===== config.mk =====
export PLATFORM = sky130hd
export DESIGN_NAME = imem_dmem_port_arbiter
export DESIGN_NICKNAME = d
export VERILOG_FILES = /design/src/rtl/arb_pkg.sv /design/src/rtl/imem_dmem_port_arbiter.sv
export SDC_FILE = /design/constraint.sdc
export NUM_CORES = 1
export LEC_CHECK = 0
export CORE_AREA = 2 2 106 108
export CTS_BUF_LIST = sky130_fd_sc_hd__clkbuf_8
export DETAILED_ROUTE_END_ITERATION = 6
export DIE_AREA = 0 0 108 110
export PLACE_DENSITY = 0.79
export SYNTH_ARGS = -nofsm -noshare
export SYNTH_HDL_FRONTEND = slang
export SYNTH_SLANG_ARGS = --single-unit

===== constraint.sdc =====
create_clock -name clk -period 2.5 [get_ports clk]
set_input_delay 0.5 -clock clk [delete_from_list [all_inputs] [get_ports clk]]
set_output_delay 0.5 -clock clk [all_outputs]
set_load 0.02 [all_outputs]

===== src/rtl/arb_pkg.sv =====
// Shared types and constants for the unified IF/MEM memory-port arbiter.
// The access-size encodings are also used by the MEM stage when building dm_size.
package arb_pkg;

  typedef enum logic [1:0] {
    IDLE  = 2'd0,
    ISSUE = 2'd1,
    WAIT  = 2'd2
  } arb_state_e;

  typedef enum logic [1:0] {
    OWN_NONE = 2'd0,
    OWN_IF   = 2'd1,
    OWN_DM   = 2'd2
  } arb_owner_e;

  localparam logic [1:0] MEM_SIZE_B = 2'd0;
  localparam logic [1:0] MEM_SIZE_H = 2'd1;
  localparam logic [1:0] MEM_SIZE_W = 2'd2;

  function automatic logic [3:0] streak_inc(input logic [3:0] cur, input logic [3:0] max);
    return (cur >= max) ? max : cur + 4'd1;
  endfunction

endpackage


===== src/rtl/imem_dmem_port_arbiter.sv =====
// Arbitrates one memory port between instruction fetch and load/store, one
// transaction at a time; data wins by default but fetch gets bounded starvation.
module imem_dmem_port_arbiter
  import arb_pkg::*;
#(
  parameter int AWIDTH        = 32,
  parameter int DWIDTH        = 32,
  parameter int MAX_DM_STREAK = 4
) (
  input  logic              clk,
  input  logic              reset,
  input  logic              if_req,
  input  logic [AWIDTH-1:0] if_addr,
  input  logic              if_kill,
  output logic [DWIDTH-1:0] if_rdata,
  output logic              if_valid,
  output logic              if_stall,
  input  logic              dm_req,
  input  logic              dm_we,
  input  logic [AWIDTH-1:0] dm_addr,
  input  logic [DWIDTH-1:0] dm_wdata,
  input  logic [1:0]        dm_size,
  output logic [DWIDTH-1:0] dm_rdata,
  output logic              dm_valid,
  output logic              dm_stall,
  output logic              mem_req,
  output logic              mem_we,
  output logic [AWIDTH-1:0] mem_addr,
  output logic [DWIDTH-1:0] mem_wdata,
  output logic [1:0]        mem_size,
  input  logic              mem_gnt,
  input  logic              mem_rvalid,
  input  logic [DWIDTH-1:0] mem_rdata
);

  localparam logic [3:0] STREAK_MAX = 4'(MAX_DM_STREAK);

  arb_state_e        state_q, state_d;
  arb_owner_e        owner_q, owner_d;
  logic [3:0]        streak_q, streak_d;
  logic              killed_q, killed_d;
  logic              mem_req_q, mem_req_d;
  logic              mem_we_q, mem_we_d;
  logic [AWIDTH-1:0] mem_addr_q, mem_addr_d;
  logic [DWIDTH-1:0] mem_wdata_q, mem_wdata_d;
  logic [1:0]        mem_size_q, mem_size_d;

  logic if_eligible;
  logic if_wins;
  logic rsp_fire;

  // A fetch that is being killed this very cycle must not win the port.
  assign if_eligible = if_req & ~if_kill;
  assign if_wins     = if_eligible & (~dm_req | (streak_q == STREAK_MAX));
  assign rsp_fire    = (state_q == WAIT) & mem_rvalid;

  always_comb begin
    state_d     = state_q;
    owner_d     = owner_q;
    streak_d    = streak_q;
    killed_d    = killed_q;
    mem_req_d   = mem_req_q;
    mem_we_d    = mem_we_q;
    mem_addr_d  = mem_addr_q;
    mem_wdata_d = mem_wdata_q;
    mem_size_d  = mem_size_q;

    if ((owner_q == OWN_IF) && (state_q != IDLE) && if_kill) begin
      killed_d = 1'b1;
    end

    case (state_q)
      IDLE: begin
        if (if_eligible || dm_req) begin
          state_d   = ISSUE;
          mem_req_d = 1'b1;
          killed_d  = 1'b0;
          if (if_wins) begin
            owner_d     = OWN_IF;
            streak_d    = 4'd0;
            mem_we_d    = 1'b0;
            mem_addr_d  = if_addr;
            mem_wdata_d = '0;
            mem_size_d  = MEM_SIZE_W;
          end else begin
            owner_d     = OWN_DM;
            streak_d    = if_req ? streak_inc(streak_q, STREAK_MAX) : 4'd0;
            mem_we_d    = dm_we;
            mem_addr_d  = dm_addr;
            mem_wdata_d = dm_wdata;
            mem_size_d  = dm_size;
          end
        end
      end
      ISSUE: begin
        if (mem_gnt) begin
          state_d     = WAIT;
          mem_req_d   = 1'b0;
          mem_we_d    = 1'b0;
          mem_addr_d  = '0;
          mem_wdata_d = '0;
          mem_size_d  = 2'd0;
        end
      end
      WAIT: begin
        if (mem_rvalid) begin
          state_d  = IDLE;
          owner_d  = OWN_NONE;
          killed_d = 1'b0;
        end
      end
      default: begin
        state_d = IDLE;
        owner_d = OWN_NONE;
      end
    endcase
  end

  always_ff @(posedge clk) begin
    if (reset) begin
      state_q     <= IDLE;
      owner_q     <= OWN_NONE;
      streak_q    <= 4'd0;
      killed_q    <= 1'b0;
      mem_req_q   <= 1'b0;
      mem_we_q    <= 1'b0;
      mem_addr_q  <= '0;
      mem_wdata_q <= '0;
      mem_size_q  <= 2'd0;
    end else begin
      state_q     <= state_d;
      owner_q     <= owner_d;
      streak_q    <= streak_d;
      killed_q    <= killed_d;
      mem_req_q   <= mem_req_d;
      mem_we_q    <= mem_we_d;
      mem_addr_q  <= mem_addr_d;
      mem_wdata_q <= mem_wdata_d;
      mem_size_q  <= mem_size_d;
    end
  end

  // A kill arriving in the response cycle still discards that fetch.
  assign if_valid = rsp_fire & (owner_q == OWN_IF) & ~killed_q & ~if_kill;
  assign dm_valid = rsp_fire & (owner_q == OWN_DM);
  assign if_rdata = if_valid ? mem_rdata : '0;
  assign dm_rdata = dm_valid ? mem_rdata : '0;
  assign if_stall = if_req & ~if_valid;
  assign dm_stall = dm_req & ~dm_valid;

  assign mem_req   = mem_req_q;
  assign mem_we    = mem_we_q;
  assign mem_addr  = mem_addr_q;
  assign mem_wdata = mem_wdata_q;
  assign mem_size  = mem_size_q;

endmodule


==> impl_metrics.env <==
export IMPL_outcome="finished clean"
export IMPL_die_area_um2=11900
export IMPL_routedWlPerCell_um=16.3
export IMPL_critPathArrivalTime_ns=1.88
export IMPL_setup_ws_ns=0.123
export IMPL_drt_iter0_drc=165
export IMPL_pre_cts_slack_ns=-0.426
export IMPL_yosysMostFrequentCell="and2_1"
export IMPL_slew_headroom_pct=13.0
export IMPL_setup_viol=0
export IMPL_syn_to_final_growth_pct=91.1
export IMPL_synth_edf_count=0
export IMPL_ys_ff_latch=77
export IMPL_cts_made_buffers=9
export IMPL_whs_ns=0.463
export IMPL_synth_nets=470
export IMPL_ys_top_cells_by_count="and2_1 (94), dfxtp_1 (77), a22o_1 (34), a221o_1 (32), buf_2 (13)"
export IMPL_worst_clock_skew_ns=0.00861
export IMPL_htreeDepth=3
export IMPL_grt_antenna_before_repair=0
export IMPL_netlist_area_um2=3350
export IMPL_first_global_vias=3668
export IMPL_nFillCells=947
export IMPL_layout_nets=746
export IMPL_power_density_nw_per_um2=472
export IMPL_dr_pass1_iters=4
export IMPL_synth_ff_type="dfxtp_1"
export IMPL_start_util_pct=31.4
export IMPL_core_um2=10700
export IMPL_power_frac_comb_pct=26.2
export IMPL_crit_type="in -> out"
export IMPL_startpoint_type="input pin"
export IMPL_async_reset_ff_share_pct=0
export IMPL_synth_top_area_cell="dfxtp_1"
export IMPL_antenna_left=0
export IMPL_insertion_delay_ns=0.35
export IMPL_n_antenna_cell=0
export IMPL_cts_tree="built"
export IMPL_syn_area_per_cell_um2=10.2
export IMPL_drv_cap=0
export IMPL_yosys_area_top_type_share_pct=46.0
export IMPL_dieWidth_um=108
export IMPL_fin_util_pct=59.9
export IMPL_dpl_hpwl_um=9040
export IMPL_p_switching_uw=858
export IMPL_cp_end_kind="output pin"
export IMPL_pwr_share_seq_pct=45.6
export IMPL_crit_fanout=17
export IMPL_p_sw_share_pct=28.3
export IMPL_yosysWarnings=0
export IMPL_io_pins=274
export IMPL_viasPerCell=4.80
export IMPL_clkPwrFrac_pct=28.2
export IMPL_die_y_um=110
export IMPL_clk_path_buf_depth=2
export IMPL_slew_viol_final=0
export IMPL_wl_um=12300
export IMPL_root_buffer="clkbuf_8"
export IMPL_clkTransAtPathRegs_ns=0.08
export IMPL_cts_sinks=77
export IMPL_grt_usage_pct=19.5
export IMPL_grt_ovfl_total=0
export IMPL_hold_viol=0
export IMPL_route_detailed_drc=0
export IMPL_fmax_mhz=421
export IMPL_power_leakage_uw=0.00283
export IMPL_peakVddDrop_v=0.000274
export IMPL_yosysSeqAreaShare_pct=46.0
export IMPL_placedCellCount=731
export IMPL_synth_cell_types=39
export IMPL_fin_crit_ns=2.38
export IMPL_rows=38
export IMPL_crit_required_ns=2.00
export IMPL_grt_pass1_wl_um=18000
export IMPL_vias=3604
export IMPL_register_area_um2=1540
export IMPL_multiInputGateArea_um2=1640
export IMPL_grt_max_degree=55
export IMPL_place_port_buffers=273
export IMPL_internal_power_uw=2170
export IMPL_tightest_slew_ns=1.30
export IMPL_fin_cells=751
export IMPL_synth_area_leaders="dfxtp_1 (46%), and2_1 (18%), a221o_1 (9.5%)"
export IMPL_drive_gt1_share_pct=7.86
export IMPL_min_period_over_period_pct=95.1
export IMPL_postSynthCellCount=330
export IMPL_gp_congestion=0.759
export IMPL_hp_class="reg -> reg"
flip-flops by register name (all words and copies together), names as in the netlist:
register / count
streak_q: 4
owner_q: 2
mem_size: 2
mem_req: 1
killed_q: 1
state_q: 2
mem_wdata: 32
mem_addr: 32
mem_we: 1
path summary, 6_finish.rpt:
path,slack [ns],endpoint,depth (start not counted),from
setup / recovery,0.12,if_rdata[21],7,mem_rvalid
hold / removal,0.46,streak_q[3],2,streak_q[3]
setup reg to reg,0.30,mem_addr[16],5,state_q[1]
hold reg to reg,0.46,streak_q[3],2,streak_q[3]
layout by cell type, fill, tap and decap left out, types with 2 or more instances in the layout:
cell type | netlist | final
clkdlybuf4s50_1 | 0 | 203
and2_1 | 94 | 94
dfxtp_1 | 77 | 77
dlygate4sd2_1 | 0 | 58
a22o_1 | 34 | 34
a221o_1 | 32 | 32
buf_4 | 5 | 15
clkbuf_8 | 0 | 10
nor2_1 | 10 | 9
inv_1 | 5 | 7
a21oi_1 | 6 | 6
clkdlybuf4s15_1 | 0 | 6
nor2b_1 | 4 | 4
nor3_1 | 4 | 4
nor3b_1 | 3 | 3
o21bai_1 | 3 | 3
nand2_1 | 3 | 3
o21ai_1 | 2 | 2
o21ai_0 | 2 | 2
and2_0 | 2 | 2
ha_1 | 2 | 2
inv_6 | 0 | 2
clkdlybuf4s15_2 | 0 | 2
dlymetal6s2s_1 | 0 | 2
buf_2 | 13 | 2
buf_12 | 0 | 2
per-layer routing:
metal	vias up	track usage (%)	share of wire, %
li1	1737	-	-
met1	1677	19.2	36
met2	180	36.3	53
met3	10	8.88	11
met4	0	6.50	0.85
met5	-	0	0
stage by stage:
stage	setup TNS, ns	instance area [um2]	total power, uW
finish	0	6410	3030
global placement	-35.26	6240	2180
global route	-0.00405	6410	3190
CTS	0	6390	3060
detailed placement	-41.58	6240	2200
floorplan	0	3350	1720
timing repair:
action,in CTS,in global routing
cloned,2,1
resized for setup,79,8
endpoints found under the setup margin,83,23
hold buffers,0,0
setup buffers,1,0
pin swaps,0,1
power by group through the flow:
stage | Clock (uW) | Sequential [uW] | Combinational [uW]
2_1_floorplan | 0 | 1510 | 216
3_3_place_gp | 0 | 1400 | 781
3_5_place_dp | 0 | 1400 | 794
4_1_cts | 887 | 1380 | 794
5_1_grt | 950 | 1390 | 844
6_report | 855 | 1380 | 792
layout make-up:
type	count	area share [%]
flip-flops and latches	77	24.0
clock inverters	6	0.605
well taps	140	2.73
repair buffers	292	44.5
multi-input cells	221	25.6
clock buffers	10	2.15
inverters	5	0.293
critical path: stages:
cell             delay (ns)
dlygate4sd2_1          0.26
nand3b_4               0.11
nor4_4                 0.24
buf_4                  0.18
buf_12                 0.13
and2_1                 0.15
clkdlybuf4s15_1        0.31
logic make-up (layout without fill, tap and decap cells):
family                   count (synthesis)  in the layout  synth area share (%)
AO/OA/AOI/OAI                           86             86                  22.6
adder cells (fa/ha/maj)                  2              2                 0.746
buffers and inverters                   33            313                  5.63
flip-flops                              77             77                  46.0
AND/OR/NAND/NOR                        132            133                  25.1
No activity file was read; power rests on OpenSTA's default activity.
